==> config.mk <==
export PLATFORM = sky130hd
export DESIGN_NAME = frankie_regcheck
export DESIGN_NICKNAME = d
export VERILOG_FILES = /design/src/rtl/frankie_regcheck_pkg.sv /design/src/rtl/frankie_regcheck_table.sv /design/src/rtl/frankie_regcheck.sv
export SDC_FILE = /design/constraint.sdc
export NUM_CORES = 1
export LEC_CHECK = 0
export CAP_MARGIN = 20
export CORE_MARGIN = 10
export CORE_UTILIZATION = 32
export CTS_CLUSTER_SIZE = 25
export DETAILED_ROUTE_END_ITERATION = 8
export SYNTH_ARGS = -nofsm -noshare
export SYNTH_HDL_FRONTEND = slang
export SYNTH_HIERARCHICAL = 1
export SYNTH_SLANG_ARGS = --single-unit
==> constraint.sdc <==
create_clock -name clock -period 3.8 [get_ports clock]
set_input_delay 0.95 -clock clock [delete_from_list [all_inputs] [get_ports clock]]
set_output_delay 0.95 -clock clock [all_outputs]
set_load 0.02 [all_outputs]
==> src/rtl/frankie_regcheck_pkg.sv <==
// Shared definitions for the Frankie register checker: FSM state encoding,
// fail codes reported on fail_code, and the watched channel numbering.
package frankie_regcheck_pkg;

    typedef enum logic [1:0] {
        ST_IDLE = 2'b00,
        ST_RUN  = 2'b01,
        ST_PASS = 2'b10,
        ST_FAIL = 2'b11
    } state_t;

    typedef enum logic [1:0] {
        FC_NONE     = 2'b00,
        FC_TIMEOUT  = 2'b01,
        FC_MISMATCH = 2'b10
    } fail_code_t;

    localparam int CH_MARY    = 0;
    localparam int CH_SHELLEY = 1;
    localparam int CH_RA      = 2;
    localparam int CH_SP      = 3;

endpackage

==> src/rtl/frankie_regcheck_table.sv <==
// Checkpoint table: DEPTH entries of {channel, expected value}, filled in
// order from entry 0, with an asynchronous read port at the run pointer.
module frankie_regcheck_table #(
    parameter int DATA_W = 16,
    parameter int NUM_CH = 4,
    parameter int DEPTH  = 16
) (
    input  logic                       clock,
    input  logic                       reset,
    input  logic                       clr,
    input  logic                       we,
    input  logic [$clog2(NUM_CH)-1:0]  wr_ch,
    input  logic [DATA_W-1:0]          wr_value,
    input  logic [$clog2(DEPTH)-1:0]   rd_ptr,
    output logic [$clog2(NUM_CH)-1:0]  rd_ch,
    output logic [DATA_W-1:0]          rd_value,
    output logic [$clog2(DEPTH):0]     count,
    output logic                       full
);

    localparam int CH_W  = $clog2(NUM_CH);
    localparam int IDX_W = $clog2(DEPTH);
    localparam int ENT_W = CH_W + DATA_W;

    logic [ENT_W-1:0] mem [DEPTH];

    assign full = (count == (IDX_W+1)'(DEPTH));

    // Fill pointer: counts loaded entries, cleared by reset or clr.
    always_ff @(posedge clock) begin
        if (reset || clr) begin
            count <= '0;
        end else if (we && !full) begin
            count <= count + (IDX_W+1)'(1);
        end
    end

    // Entry storage: written at the fill pointer, contents need no reset.
    always_ff @(posedge clock) begin
        if (we && !full && !clr) begin
            mem[count[IDX_W-1:0]] <= {wr_ch, wr_value};
        end
    end

    assign {rd_ch, rd_value} = mem[rd_ptr];

endmodule

==> src/rtl/frankie_regcheck.sv <==
// Frankie register checker top: FSM, per-checkpoint timeout timer, write
// comparator and run statistics around the checkpoint table.
// Optional build macro FRANKIE_REGCHECK_STRICT_EN: the first write to the
// active channel must carry the expected value, otherwise FAIL with the
// mismatch code. Without it, non-matching writes are simply ignored.
module frankie_regcheck
    import frankie_regcheck_pkg::*;
#(
    parameter int DATA_W  = 16,
    parameter int NUM_CH  = 4,
    parameter int DEPTH   = 16,
    parameter int TIMEOUT = 1024
) (
    input  logic                       clock,
    input  logic                       reset,
    input  logic                       clr,
    input  logic                       ld_valid,
    input  logic [$clog2(NUM_CH)-1:0]  ld_ch,
    input  logic [DATA_W-1:0]          ld_value,
    output logic                       ld_ready,
    input  logic                       start,
    input  logic [NUM_CH-1:0]          wr_en,
    input  logic [NUM_CH*DATA_W-1:0]   wr_data,
    output logic                       busy,
    output logic                       done,
    output logic                       pass,
    output logic [1:0]                 fail_code,
    output logic [$clog2(DEPTH)-1:0]   fail_idx,
    output logic [31:0]                cycles
);

    localparam int CH_W  = $clog2(NUM_CH);
    localparam int IDX_W = $clog2(DEPTH);
    localparam int TMR_W = 16;

    state_t             state;
    state_t             state_nxt;
    fail_code_t         fail_code_reg;
    fail_code_t         fail_code_nxt;
    logic [IDX_W-1:0]   rd_ptr;
    logic [TMR_W-1:0]   timer;
    logic [IDX_W:0]     count;
    logic               full;
    logic [CH_W-1:0]    act_ch;
    logic [DATA_W-1:0]  act_value;
    logic               act_wr;
    logic [DATA_W-1:0]  act_data;
    logic               match;
    logic               is_last;
    logic               timed_out;
    logic               load_en;
    logic               run_init;
    logic               advance;

    frankie_regcheck_table #(
        .DATA_W (DATA_W),
        .NUM_CH (NUM_CH),
        .DEPTH  (DEPTH)
    ) u_table (
        .clock    (clock),
        .reset    (reset),
        .clr      (clr),
        .we       (load_en),
        .wr_ch    (ld_ch),
        .wr_value (ld_value),
        .rd_ptr   (rd_ptr),
        .rd_ch    (act_ch),
        .rd_value (act_value),
        .count    (count),
        .full     (full)
    );

    // Only the active checkpoint's channel is looked at; other writes are noise.
    assign act_wr    = wr_en[act_ch];
    assign act_data  = wr_data[int'(act_ch)*DATA_W +: DATA_W];
    assign match     = act_wr && (act_data == act_value);
    assign is_last   = ((IDX_W+1)'(rd_ptr) + (IDX_W+1)'(1)) == count;
    assign timed_out = (timer == TMR_W'(TIMEOUT - 1));

    assign ld_ready  = (state == ST_IDLE) && !full;
    assign busy      = (state == ST_RUN);
    assign done      = (state == ST_PASS) || (state == ST_FAIL);
    assign pass      = (state == ST_PASS);
    assign fail_code = fail_code_reg;

    // State register.
    always_ff @(posedge clock) begin
        if (reset) begin
            state <= ST_IDLE;
        end else begin
            state <= state_nxt;
        end
    end

    // Next state and per-cycle control; clr overrides everything else.
    always_comb begin
        state_nxt     = state;
        fail_code_nxt = FC_NONE;
        load_en       = 1'b0;
        run_init      = 1'b0;
        advance       = 1'b0;
        if (clr) begin
            state_nxt = ST_IDLE;
        end else begin
            case (state)
                ST_IDLE: begin
                    if (start) begin
                        run_init  = 1'b1;
                        state_nxt = (count == '0) ? ST_PASS : ST_RUN;
                    end else if (ld_valid && ld_ready) begin
                        load_en = 1'b1;
                    end
                end
                ST_RUN: begin
                    if (match) begin
                        advance = 1'b1;
                        if (is_last) begin
                            state_nxt = ST_PASS;
                        end
                    end
`ifdef FRANKIE_REGCHECK_STRICT_EN
                    else if (act_wr) begin
                        state_nxt     = ST_FAIL;
                        fail_code_nxt = FC_MISMATCH;
                    end
`endif
                    else if (timed_out) begin
                        state_nxt     = ST_FAIL;
                        fail_code_nxt = FC_TIMEOUT;
                    end
                end
                default: begin
                    if (start) begin
                        run_init  = 1'b1;
                        state_nxt = (count == '0) ? ST_PASS : ST_RUN;
                    end
                end
            endcase
        end
    end

    // Run pointer, timeout timer, saturating cycle count and failure record.
    always_ff @(posedge clock) begin
        if (reset || clr || run_init) begin
            rd_ptr        <= '0;
            timer         <= '0;
            cycles        <= '0;
            fail_code_reg <= FC_NONE;
            fail_idx      <= '0;
        end else if (state == ST_RUN) begin
            if (cycles != '1) begin
                cycles <= cycles + 32'd1;
            end
            if (advance) begin
                rd_ptr <= rd_ptr + IDX_W'(1);
                timer  <= '0;
            end else begin
                timer <= timer + TMR_W'(1);
            end
            if (state_nxt == ST_FAIL) begin
                fail_code_reg <= fail_code_nxt;
                fail_idx      <= rd_ptr;
            end
        end
    end

endmodule
After elaboration in Yosys (flattened, before gate mapping)

Memories as Yosys holds them, arrays and structs flattened. A register that Yosys moved wholly into a read port is not among the register bits.
Cells that the tools add are included.

Bits in writable memories: 288
Memories kept: 1
Bits in registers: 65
Word-level logic and storage cells: 66
Output and inout port bits: 42
Input bits: 91

Equal/unequal tests: 9
Multiplexer cells: 27
Magnitude comparators: 1
Add/sub/neg operators: 5
Shift-type cells: 1
Reductions and logical operators: 15

Memories:

| memory      | depth | width | read ports | clocked after Yosys merged registers in | write ports | line                         | text |
|---|---|---|---|---|---|---|---|
| u_table.mem | 16    | 18    | 1          | 1                                       | 1           | frankie_regcheck_table.sv:25 | `logic [ENT_W-1:0] mem [DEPTH];` |

Operator list:

| cell                  | number |
|---|---|
| $shiftx 64x7->16      | 1 |
| $add 32x1->32 const B | 1 |
| $ne 32x32->1 const B  | 1 |
| $add 16x1->16 const B | 1 |
| $eq 16x10->1 const B  | 1 |
| $eq 16x16->1          | 1 |
| $mux 1                | 16 |
| $mux 16               | 1 |
| $mux 2                | 7 |
| $mux 4                | 2 |
| $eq 2x2->1 const B    | 3 |
| $reduce_and 2->1      | 3 |
| $add 4x1->5 const B   | 1 |
| $add 5x1->5 const B   | 1 |
| $eq 5x5->1            | 1 |
| $eq 5x5->1 const B    | 1 |
| $logic_and 1x1->1     | 5 |
| $logic_not 5->1       | 1 |
| $add 4x1->4 const B   | 1 |
| $logic_or 1x1->1      | 3 |
| $lt 2x3->1 const B    | 1 |
| $bmux 1 s2            | 1 |
| $eq 2x1->1 const B    | 1 |
| $logic_not 1->1       | 2 |
| $logic_not 2->1       | 1 |

Logic depth before layout (Yosys ltp)

Gate-level depths: netlist (run 1).

Word-level depth: 12
Mapped depth: 15
Depth with buffers taken out: 9

Modules after synthesis

The synthesis (run 1) kept the hierarchy.

By module, submodules not included:

| module                 | cells an instance | instances | sequential area each (um^2) | area each (um^2) |
|---|---|---|---|---|
| frankie_regcheck_table | 498               | 1         | 8,748.4                     | 11,264.6 |
| frankie_regcheck       | 412               | 1         | 1,181.1                     | 3,618.5 |

Worst setup path before layout (run 1)

Ideal clock, no wire load.

Path kind: register -> register
From: register u_table.count[0]
To: memory u_table/mem[3][0] (netlist bit) (enable)
Library setup time: 416 ps
Path buffers: 1
Path slack: -359 ps
Period minus slack after synthesis: 4,159 ps
Data arrival time: 3,743 ps
Required time: 3,384 ps
Cell stages (with the launch flop): 11
Cell sequence: dfxtp_1 > inv_1 > ha_1 > nand4bb_2 > inv_1 > nor3_1 > and3_1 > buf_2 > inv_1 > or4_4 > nor3_1

Longest elaborated chain between the ends: 12

RTL lines:

| item                           | line                         | text |
|---|---|---|
| from (decl)                    | frankie_regcheck_table.sv:17 | `output logic [$clog2(DEPTH):0] count,` |
| from (signal assigned)         | frankie_regcheck_table.sv:34 | `count <= count + (IDX_W+1)'(1);` |
| $eq 5x5->1                     | frankie_regcheck_table.sv:27 | `assign full = (count == (IDX_W+1)'(DEPTH));` |
| via full                       | frankie_regcheck.sv:43       | `logic full;` |
| $logic_not 1->1                | frankie_regcheck.sv:80       | `assign ld_ready = (state == ST_IDLE) && !full;` |
| $logic_and 1x1->1              | frankie_regcheck.sv:80       |  |
| via ld_ready                   | frankie_regcheck.sv:20       | `output logic ld_ready,` |
| $logic_and 1x1->1              | frankie_regcheck.sv:110      | `end else if (ld_valid && ld_ready) begin` |
| $mux 1                         | frankie_regcheck.sv:110      |  |
| $mux 1                         | frankie_regcheck.sv:107      | `if (start) begin` |
| $mux 1                         | frankie_regcheck.sv:105      | `case (state)` |
| $mux 1                         | frankie_regcheck.sv:102      | `if (clr) begin` |
| via load_en                    | frankie_regcheck.sv:51       | `logic load_en;` |
| $logic_and 1x1->1 (2 in a row) | frankie_regcheck_table.sv:40 | `if (we && !full && !clr) begin` |
| $mux 1                         | frankie_regcheck_table.sv:40 |  |
| $mux 1 (not written as such)   | frankie_regcheck_table.sv:41 | `mem[count[IDX_W-1:0]] <= {wr_ch, wr_value};` |
| to (decl)                      | frankie_regcheck_table.sv:25 |  |

The timed path passes the listed nets, and every way through them passes these cells.

Worst setup path after layout (run 1)

From: register rd_ptr[0]
To: register state[1]

Longest elaborated chain between the ends: 6

RTL lines:

| item                   | line                    | text |
|---|---|---|
| from (decl)            | frankie_regcheck.sv:40  | `logic [IDX_W-1:0] rd_ptr;` |
| from (signal assigned) | frankie_regcheck.sv:155 | `rd_ptr <= rd_ptr + IDX_W'(1);` |
| $add 4x1->5            | frankie_regcheck.sv:77  | `assign is_last = ((IDX_W+1)'(rd_ptr) + (IDX_W+1)'(1)) == count;` |
| $eq 5x5->1             | frankie_regcheck.sv:77  |  |
| $mux 2                 | frankie_regcheck.sv:117 | `if (is_last) begin` |
| $mux 2                 | frankie_regcheck.sv:115 | `if (match) begin` |
| $mux 2                 | -                       |  |
| $mux 2                 | frankie_regcheck.sv:102 |  |
| to (signal assigned)   | frankie_regcheck.sv:91  | `state <= state_nxt;` |
| to (decl)              | frankie_regcheck.sv:36  | `state_t state;` |

Every way passes these cells.
A chain may end at the register's enable or synchronous reset.

==> results of run 1 <==
-- through the flow --
stage	instances	instance area, um^2
after detailed placement	1645	17170
after global placement	1645	17170
after floorplan	910	14890
after global routing	1713	18420
final	1713	18420
after CTS	1710	18390
-- routing by layer --
metal | vias to the layer above | routed length [um]
met5 | - | 41
met3 | 63 | 2892
met1 | 4524 | 16800
met4 | 6 | 820
li1 | 3972 | -
met2 | 309 | 17230
-- layout by cell type (no fill, tap or decap), types with 5 or more instances in the layout --
cell	synthesis	routed
a21oi_1	13	13
xnor2_1	36	36
nor3_1	25	21
a22oi_1	36	36
edfxtp_1	288	288
clkdlybuf4s50_1	0	131
dfxtp_1	64	62
mux4_2	67	67
mux4_1	22	22
nand4_1	28	28
buf_4	7	50
and3_1	14	14
clkinv_2	0	5
or2_2	5	5
clkinv_1	1	12
xor2_1	29	29
inv_1	10	10
nand3_1	31	31
and4_1	7	7
nand2b_1	12	12
ha_1	7	7
nor2_2	0	13
o21ai_0	7	7
clkbuf_16	0	39
nor2_1	64	51
nand2_1	49	49
-- cell families (layout without fill, tap and decap cells) --
group	after synthesis	in the layout
AO/OA/AOI/OAI	73	73
multiplexers	93	93
XOR/XNOR	65	65
flip-flops	352	352
adder cells (fa/ha/maj)	7	7
buffers and inverters	58	261
other	1	1
AND/OR/NAND/NOR	261	261
-- worst max path at each step --
stage	endpoint	slack [ps]	depth (start not counted)	from
finish	state[1]	270	12	rd_ptr[0]
global route	state[1]	70	11	rd_ptr[0]
CTS	state[1]	190	11	rd_ptr[0]
detailed placement	state[1]	190	11	rd_ptr[0]
global placement	state[1]	220	11	rd_ptr[0]
floorplan	u_table/mem[0][0]	90	9	u_table/count[0]
-- worst min-delay path: cells and delay by family, from the launching register on --
kind,cells,cell delay (ps)
AO/OA/AOI/OAI,1,60
flip-flops,1,320
AND/OR/NAND/NOR,1,60
-- power breakdown --
part | total [mW] | internal [mW] | leakage (nW) | switching (mW)
combinational | 0.240 | 0.129 | 2.08 | 0.111
sequential | 4.17 | 4.17 | 3.11 | 0.00271
clock | 3.66 | 2.15 | 0.594 | 1.51
total | 8.07 | 6.45 | 5.78 | 1.63
-- cell type report --
type	count	area, um^2	share of cell area [%]
clock buffers	40	979.7	5.320
repair buffers	185	1767	9.594
well taps	600	750.7	4.077
flip-flops and latches	352	9935	53.95
inverters	11	41.29	0.2242
multi-input cells	500	4703	25.54
clock inverters	25	239.0	1.298
-- what timing repair did --
| item | in CTS | in global routing |
|---|---|---|
| buffers inserted | 0 | 3 |
| hold endpoints to repair | 0 | 0 |
| resized for setup | 0 | 0 |
| setup endpoints to repair | 0 | 1 |
| hold buffers | 0 | 0 |
==> results.json, run 1 <==
{
  "outcome": "completed",
  "hold_slack_ps": 489.5,
  "dr.pass1.iters": 5,
  "synth-simple-area-share_pct": 9.029,
  "synth_compound_area_share_pct": 3.413,
  "use_met3_pct": 3.742,
  "core_region_area_um2": 45670,
  "gp_congestion": 0.7709,
  "cpPeakStageDelay_ps": 490,
  "largest_reg_flops": 288,
  "htreeDepth": 2,
  "clock-sinks": 352,
  "dpl.hpwl_um": 23770,
  "fin_crit_sh_pct": 93.01,
  "synth.avg_cell_area_um2": 16.35,
  "critPathSlowestCell": "mux4_2",
  "wl_per_cell_um": 22.06,
  "drv_cap": 0,
  "worstSkewPairLatency_ps": 550,
  "tightest_slew_ps": 767.5,
  "drt-initial-drc-count": 821,
  "cts_root_buffer": "clkbuf_16",
  "ys_top_cells_by_count": "288 x edfxtp_1, 67 x mux4_2, 64 x dfxtp_1, 64 x nor2_1, 49 x nand2_1",
  "synth.top_cell.area_share_pct": 58.11,
  "drv_slew": 0,
  "synth_edf_count": 288,
  "die_y_um": 235.7,
  "cpMostUsedCell": "buf_4",
  "fmax_mhz": 282.9,
  "clock_path_buffers": 3,
  "synth_area_leaders": "edfxtp_1 58%, mux4_2 10%, dfxtp_1 8.6%",
  "syn-num-nets": 1008,
  "async_flop_share_pct": 0,
  "drcViolationCount": 0,
  "power_density_nw_per_um2": 438.4,
  "min_to": "timer[1]",
  "fin_util_pct": 40.32,
  "cp.arrival_ps": 3970,
  "yosys.area.top_type": "edfxtp_1",
  "synth_xor_area_share_pct": 3.825,
  "rows": 78,
  "synth_seq_cells": 352,
  "routed_wl_um": 37780,
  "grt_pass1_wl_um": 57100,
  "cts.clk_slew.worst_paths_ps": 60,
  "syn_area_um2": 14880,
  "cp_num_buf_inv": 3,
  "r2r_cells": 12,
  "synthAdderAreaFrac_pct": 0.5885,
  "timing.rr.start": "rd_ptr[0]",
  "path_cells": "buf_4 -> mux4_2 -> a22oi_1 -> nand2_1 -> buf_4 -> mux4_2 -> xnor2_1 -> nand4_1 -> nor3_4 -> buf_4 -> a2111oi_0 -> o31a_1",
  "grt_overflow_total": 0,
  "finalSetupViolCount": 0,
  "fin_nets": 1187,
  "setup_slack_ps": 265.8,
  "yosysMostFrequentCell": "edfxtp_1",
  "synth_top_family_by_area": "multiplexers",
  "ys_warn_count": 6,
  "vdd_drop_max_uv": 271.4,
  "fillCellCount": 4189,
  "pre_cts_ws_ps": 195.0,
  "cp_max_fo": 12,
  "hold_depth": 2,
  "start_util_pct": 32.59,
  "synthMuxAreaShare_pct": 14.29,
  "power.leakage_nw": 5.782,
  "diodes": 0,
  "totalPowerFinal_mw": 8.074,
  "antenna_found_initial": 3,
  "fin_tns_setup_ps": 0,
  "hp-start": "timer[1]",
  "die_x_um": 235.7,
  "worst_setup_path_end_kind": "flip-flop",
  "regToRegSetupSlack_ps": 270,
  "area_growth_pct": 23.73,
  "critPathLaunchType": "flip-flop",
  "fin_crit_ps": 3534,
  "synth.yosys.seq_area_share_pct": 66.72,
  "route.antenna.remaining_nets": 0,
  "drive_gt1_share_pct": 18.33,
  "skew_ps": 15.67,
  "met1_usage_pct": 17.78,
  "cts_tree": "yes",
  "rsz0062_at_grt": "false",
  "grt_pass1_vias": 9039,
  "globalRoute.busiestLayer": "met2",
  "cts-buffers-inserted": 39,
  "grt_use_total_pct": 13.37,
  "max-slew-margin-rel_pct": 47.51,
  "synthFlopType": "edfxtp_1",
  "ios": 133,
  "hp-class": "reg2reg",
  "die_area_um2": 55540,
  "path_class": "reg2reg",
  "cp_top_family": "multiplexers",
  "vias": 8874,
  "grt_start_max_net_pins": 38,
  "syn_inst": 910,
  "finalHoldViolCount": 0,
  "synth_cell_types": 52,
  "r2r_end": "state[1]",
  "crit_required_ps": 4240,
  "grtUsageMet2_pct": 20.75,
  "portBuffers": 131,
  "viasPerCell": 5.180
}
No activity file was read; power rests on OpenSTA's default activity.
==> run 2, diff against run 1 <==
CORE_ASPECT_RATIO = 0.7   (was default)
==> run 2 against run 1 <==
  * Critical path type is now reg2out
  * Largest cell class unchanged
  * Via count shrank 1.5%
  * Clock skew barely moved
  * Largest power group unchanged
  * Global-route usage about the same
  * Clock power decreased by 4%
==> results.json, run 2 (same netlist as run 1, synthesis figures left out) <==
{
  "critPathLaunchType": "flip-flop",
  "fillCellCount": 4246,
  "start_util_pct": 32.18,
  "holdBufCountCts": 0,
  "drv_cap": 0,
  "max-slew-margin-rel_pct": 50.88,
  "fin_crit_ps": 3530,
  "rsz0062_at_grt": "false",
  "fin_crit_sh_pct": 92.89,
  "internal_power_mw": 6.351,
  "largest_reg_flops": 288,
  "path_class": "reg2out",
  "rows": 66,
  "power_density_nw_per_um2": 432.8,
  "power_frac_seq_pct": 52.7,
  "die_y_um": 200.4,
  "gp_congestion": 0.7399,
  "crit_required_ps": 2850,
  "p_sw_mw": 1.564,
  "cts.clk_slew.worst_paths_ps": 60,
  "drive_gt1_share_pct": 17.18,
  "htreeDepth": 2,
  "die_x_um": 277.8,
  "cpPeakStageDelay_ps": 700,
  "grt_overflow_total": 0,
  "path_cells": "inv_1 -> ha_1 -> nand4bb_2 -> inv_1 -> nor3_1 -> clkdlybuf4s50_1",
  "fmax_mhz": 283.3,
  "cts-buffers-inserted": 37,
  "drv_slew": 0,
  "drt-initial-drc-count": 777,
  "cpMostUsedCell": "inv_1",
  "fin_nets": 1172,
  "cts_resized": 0,
  "clock_path_buffers": 3,
  "cp.arrival_ps": 2580,
  "clock-sinks": 352,
  "power.leakage_nw": 5.685,
  "tightest_slew_ps": 730.8,
  "post_cts.repair.setup_buffers": 0,
  "cts_root_buffer": "clkbuf_16",
  "final_common_cell": "edfxtp_1",
  "ios": 133,
  "wl_per_cell_um": 22.20,
  "vdd_drop_max_uv": 277.1,
  "p_clk_share_pct": 44.3,
  "portBuffers": 131,
  "finalSetupViolCount": 0,
  "hp-class": "reg2reg",
  "vias": 8737,
  "cts_tree": "yes",
  "finalHoldViolCount": 0,
  "cp_max_fo": 7,
  "grt_pass1_wl_um": 57130,
  "diodes": 0,
  "antenna_found_initial": 2,
  "grt_pass1_vias": 8749,
  "drcViolationCount": 0,
  "worstSkewPairLatency_ps": 530,
  "postLayoutCellArea_um2": 18290,
  "dpl.hpwl_um": 24070,
  "skew_ps": 16.14,
  "core_region_area_um2": 46240,
  "fin_tns_setup_ps": 0,
  "mostFrequentLayoutCells": "288 x edfxtp_1, 131 x clkdlybuf4s50_1, 67 x mux4_2, 62 x dfxtp_1, 52 x nor2_1",
  "critPathSlowestCell": "clkdlybuf4s50_1",
  "grt_start_max_net_pins": 48,
  "viasPerCell": 5.103,
  "area_growth_pct": 22.86,
  "routed_wl_um": 38010,
  "outcome": "completed",
  "route.antenna.remaining_nets": 0,
  "switching_share_pct": 19.76,
  "placed_area_um2": 17120,
  "grt_use_total_pct": 13.35,
  "die_area_um2": 55670,
  "dr.pass1.iters": 5,
  "worst_setup_path_end_kind": "output pin",
  "comb_power_share_pct": 3.0,
  "hold_slack_ps": 484.1
}
## run 2: changes by cell type in the layout (fill, tap and decap cells not counted), sizes merged
cell	change
buf	-13
clkbuf	+9
clkinv	-8
bufinv	-1
## run 2: worst paths after layout
kind / startpoint / endpoint / slack [ps] / cells past startpoint
worst max register to register: rd_ptr[0] / rd_ptr[1] / 290 / 11
worst min register to register: timer[1] / timer[1] / 480 / 2
worst max-delay path: u_table/count[0] / ld_ready / 270 / 6
worst min-delay path: timer[1] / timer[1] / 480 / 2
## run 2: stage by stage
stage | power [mW] | instances | worst slack [ps] | utilization [%]
4_1_cts | 8.006 | 1712 | 245.0 | 39.54
2_1_floorplan | 4.332 | 910 | 87.05 | -
3_5_place_dp | 4.496 | 1647 | 262.4 | 37.03
6_report | 7.915 | 1712 | 270.2 | 39.54
5_1_grt | 8.185 | 1712 | 68.30 | 39.54
3_3_place_gp | 4.492 | 1647 | 292.4 | 37.03
## run 2: critical path: cells and delay by family, from the launching register on
family / cells / cell delay [ps]
buf+inv: 3 / 950
flops: 1 / 500
simple gates: 2 / 350
fa+ha+maj: 1 / 250
## run 2: area by class of cell
| class | instances | area, um^2 | area share [%] |
|---|---|---|---|
| Sequential cell | 352 | 9935 | 54.33 |
| Multi-Input combinational cell | 500 | 4701 | 25.71 |
| Timing Repair Buffer | 172 | 1682 | 9.197 |
| Clock buffer | 49 | 994.7 | 5.440 |
| Tap cell | 612 | 765.7 | 4.188 |
| Clock inverter | 16 | 166.4 | 0.9101 |
| Inverter | 11 | 41.29 | 0.2258 |
## run 2: routing by layer
layer / track usage (%) / share of wire (%) / vias to the layer above
li1: - / - / 3939
met1: 18.88 / 45 / 4519
met2: 20.85 / 47 / 230
met3: 2.571 / 6.2 / 45
met4: 3.121 / 1.7 / 4
met5: 0 / 0.042 / -
## run 2: power by group through the flow
stage,Sequential (mW),Combinational (mW),Clock [mW]
detailed placement,4.26,0.240,0
finish,4.17,0.238,3.50
floorplan,4.26,0.0763,0
CTS,4.17,0.240,3.59
global placement,4.26,0.235,0
global route,4.17,0.257,3.76
==> run 3, diff against run 2 <==
ABC_AREA = 1   (was default)
CAP_MARGIN = default   (was 20)
==> run 3 against run 2 <==
  * Maximum frequency rose by 3.9%
  * Synthesized area increased by 12%
  * Design area increased by 8.9%
  * Critical path depth grew 17
  * Clock skew grew 8.9 ps
  * Synthesized cell count rose by 100%
  * Flip-flop and latch count stayed put
  * Combinational power grew 14%
  * First-iteration DRC count is 54% higher
  * Via count rose by 46%
  * Critical endpoint is now fail_idx[1]
  * Largest cell class unchanged
  * Highest routed layer is now met4
==> results.json, run 3 <==
{
  "outcome": "completed",
  "hold_depth": 2,
  "internal_power_mw": 6.172,
  "worstSkewPairLatency_ps": 520,
  "crit_required_ps": 4210,
  "highest-signal-layer": "met4",
  "placed_area_um2": 18840,
  "r2r_cells": 23,
  "rows": 69,
  "ios": 133,
  "grt_overflow_total": 0,
  "drcViolationCount": 0,
  "drt-initial-drc-count": 1193,
  "die_area_um2": 61920,
  "area_growth_pct": 19.16,
  "async_flop_share_pct": 0,
  "worst_setup_path_end_kind": "flip-flop",
  "power.leakage_nw": 7.953,
  "fin_crit_ps": 3399,
  "regToRegSetupSlack_ps": 400,
  "grt_pass1_wl_um": 70840,
  "clock-sinks": 352,
  "p_clk_share_pct": 42.8,
  "tightest_slew_ps": 704.7,
  "htreeDepth": 2,
  "dr_wl_met3_um": 3093,
  "route.antenna.remaining_nets": 0,
  "syn_area_um2": 16710,
  "synth_area_leaders": "edfxtp_1 52%, nand2_1 13%, nand3_1 8.2%",
  "portBuffers": 131,
  "final_common_cell": "nand2_1",
  "clock_path_buffers": 3,
  "rsz0062_at_grt": "false",
  "dp.cells": 2640,
  "grt_start_max_net_pins": 49,
  "cts.clk_slew.worst_paths_ps": 60,
  "power_frac_seq_pct": 53.7,
  "cp.arrival_ps": 3810,
  "routed_wl_um": 46140,
  "synth.yosys.seq_area_share_pct": 59.41,
  "hp-start": "timer[15]",
  "met1Wirelength_um": 20760,
  "largest_reg_flops": 288,
  "antenna_found_initial": 0,
  "drv_cap": 0,
  "die_x_um": 293.2,
  "vias": 12776,
  "skew_ps": 25.06,
  "finalSetupViolCount": 0,
  "max-slew-margin-rel_pct": 52.87,
  "cts_root_buffer": "clkbuf_16",
  "critPathLaunchType": "flip-flop",
  "totalPowerFinal_mw": 7.767,
  "viasPerCell": 4.728,
  "grt_pass1_vias": 12263,
  "synth_seq_cells": 352,
  "mostFrequentLayoutCells": "567 x nand2_1, 290 x inv_1, 288 x edfxtp_1, 273 x nand3_1, 131 x clkdlybuf4s50_1",
  "dr_wl_met2_um": 21500,
  "synth.top_cell.area_share_pct": 51.74,
  "ys_top_cells_by_count": "568 x nand2_1, 290 x inv_1, 288 x edfxtp_1",
  "p_sw_mw": 1.595,
  "comb_power_share_pct": 3.5,
  "die_y_um": 211.2,
  "power_density_nw_per_um2": 390.0,
  "drv_slew": 0,
  "finalHoldViolCount": 0,
  "switching_share_pct": 20.53,
  "dpl.hpwl_um": 30640,
  "min_to": "timer[15]",
  "diodes": 0,
  "cp_max_fo": 34,
  "finalNonFillerCells": 2702,
  "vdd_drop_max_uv": 228.7,
  "r2r_end": "fail_idx[1]",
  "fmax_mhz": 294.2,
  "cts-buffers-inserted": 35,
  "wl_per_cell_um": 17.08,
  "fin_nets": 2101,
  "hp-class": "reg2reg",
  "fin_crit_sh_pct": 89.44,
  "fin_util_pct": 38.91,
  "ys_warn_count": 6,
  "syn_inst": 1862,
  "synth_cell_types": 49,
  "synth.avg_cell_area_um2": 8.977,
  "cts_tree": "yes",
  "core_region_area_um2": 51200,
  "synth_edf_count": 288,
  "dr.pass1.iters": 5,
  "gp_congestion": 0.8787,
  "timing.rr.start": "rd_ptr[0]",
  "grt_use_total_pct": 14.50,
  "postLayoutCellArea_um2": 19920,
  "yosysMostFrequentCell": "nand2_1",
  "path_class": "reg2reg",
  "syn-num-nets": 1960,
  "start_util_pct": 32.65,
  "synthFlopType": "edfxtp_1",
  "fin_tns_setup_ps": 0,
  "drive_gt1_share_pct": 7.298,
  "yosys.area.top_type": "edfxtp_1"
}
[run 3: changes by cell type in the layout (fill, tap and decap cells not counted), sizes merged, moves of 9 or more]
cell,before,now
nand2,49,572
o21ai,7,33
xor2,29,20
nand2b,12,1
a22oi,36,0
mux4,89,0
nand3,31,276
and3,14,2
inv,13,296
a21oi,13,33
nor2,64,112
xnor2,36,5
nand4,28,19
[run 3: per-stage QoR]
step | hold WS (ps) | worst slack [ps]
finish | 479.3 | 401.3
global route | 515.1 | 36.03
CTS | 485.7 | 310.4
detailed placement | 469.4 | 345.2
global placement | 463.5 | 373.5
floorplan | 441.1 | 567.6
[run 3: worst max path at each step]
stage                           from            endpoint  slack [ps]  cells past startpoint
floorplan           u_table/count[0]  u_table/mem[11][0]         570                     11
global route               rd_ptr[0]         fail_idx[1]          40                     23
finish                     rd_ptr[0]         fail_idx[1]         400                     23
CTS                        rd_ptr[0]            timer[3]         310                     19
global placement           rd_ptr[0]            timer[2]         370                     19
detailed placement         rd_ptr[0]            timer[2]         350                     19
[run 3: power by group through the flow]
stage	Clock (mW)	Combinational, mW	Sequential (mW)
3_3_place_gp	0	0.271	4.26
3_5_place_dp	0	0.274	4.26
6_report	3.32	0.272	4.17
5_1_grt	3.57	0.299	4.17
2_1_floorplan	0	0.0968	4.26
4_1_cts	3.39	0.275	4.17
[run 3: repair_timing]
| action | in CTS | in global routing |
|---|---|---|
| hold buffers | 0 | 0 |
| setup buffers | 0 | 0 |
| resized for setup | 0 | 1 |
| setup endpoints to repair | 0 | 13 |
[run 3: logic make-up after synthesis]
logic type                 Yosys count  share of synthesized area (%)
and+or+nand+nor                   1022                          26.49
buffers and inverters              373                          9.424
DFF                                352                          59.41
AOI/OAI and AO/OA                   82                          2.687
xor gates and xnor gates            25                          1.445
adders and majority gates            7                         0.5240
other                                1                        0.02244
[run 3: area by class of cell]
class                   count  area, um^2
fillers                  5046       31280
flip-flops and latches    352        9936
multi-input cells        1137        5253
repair buffers            180        1692
inverters                 297        1122
clock buffers              46       937.1
well taps                 674       843.3
clock inverters            16       135.1
[run 3: critical path, cell delays in order (launching register included)]
cell and delay, ps:
dfxtp_4 570, buf_4 350, nand2_1 90, nand3_1 80
nand3_1 80, nand3_1 70, nand2_1 160, buf_4 260
inv_6 220, nand2_1 90, nand3_1 80, nand2_1 140
o21ai_0 190, inv_1 70, nand2_2 80, nor2_4 50
nand3_1 80, nand2_1 60, nand2_1 80, nand3_2 120
nor2_8 180, nand2_1 60, nand2_1 60, nor2_1 40
[run 3: per-layer routing]
| layer | vias to the layer above | GRT usage [%] |
|---|---|---|
| met3 | 49 | 3.076 |
| met5 | - | 0 |
| met4 | 0 | 3.317 |
| li1 | 6297 | - |
| met1 | 6075 | 19.42 |
| met2 | 355 | 23.74 |
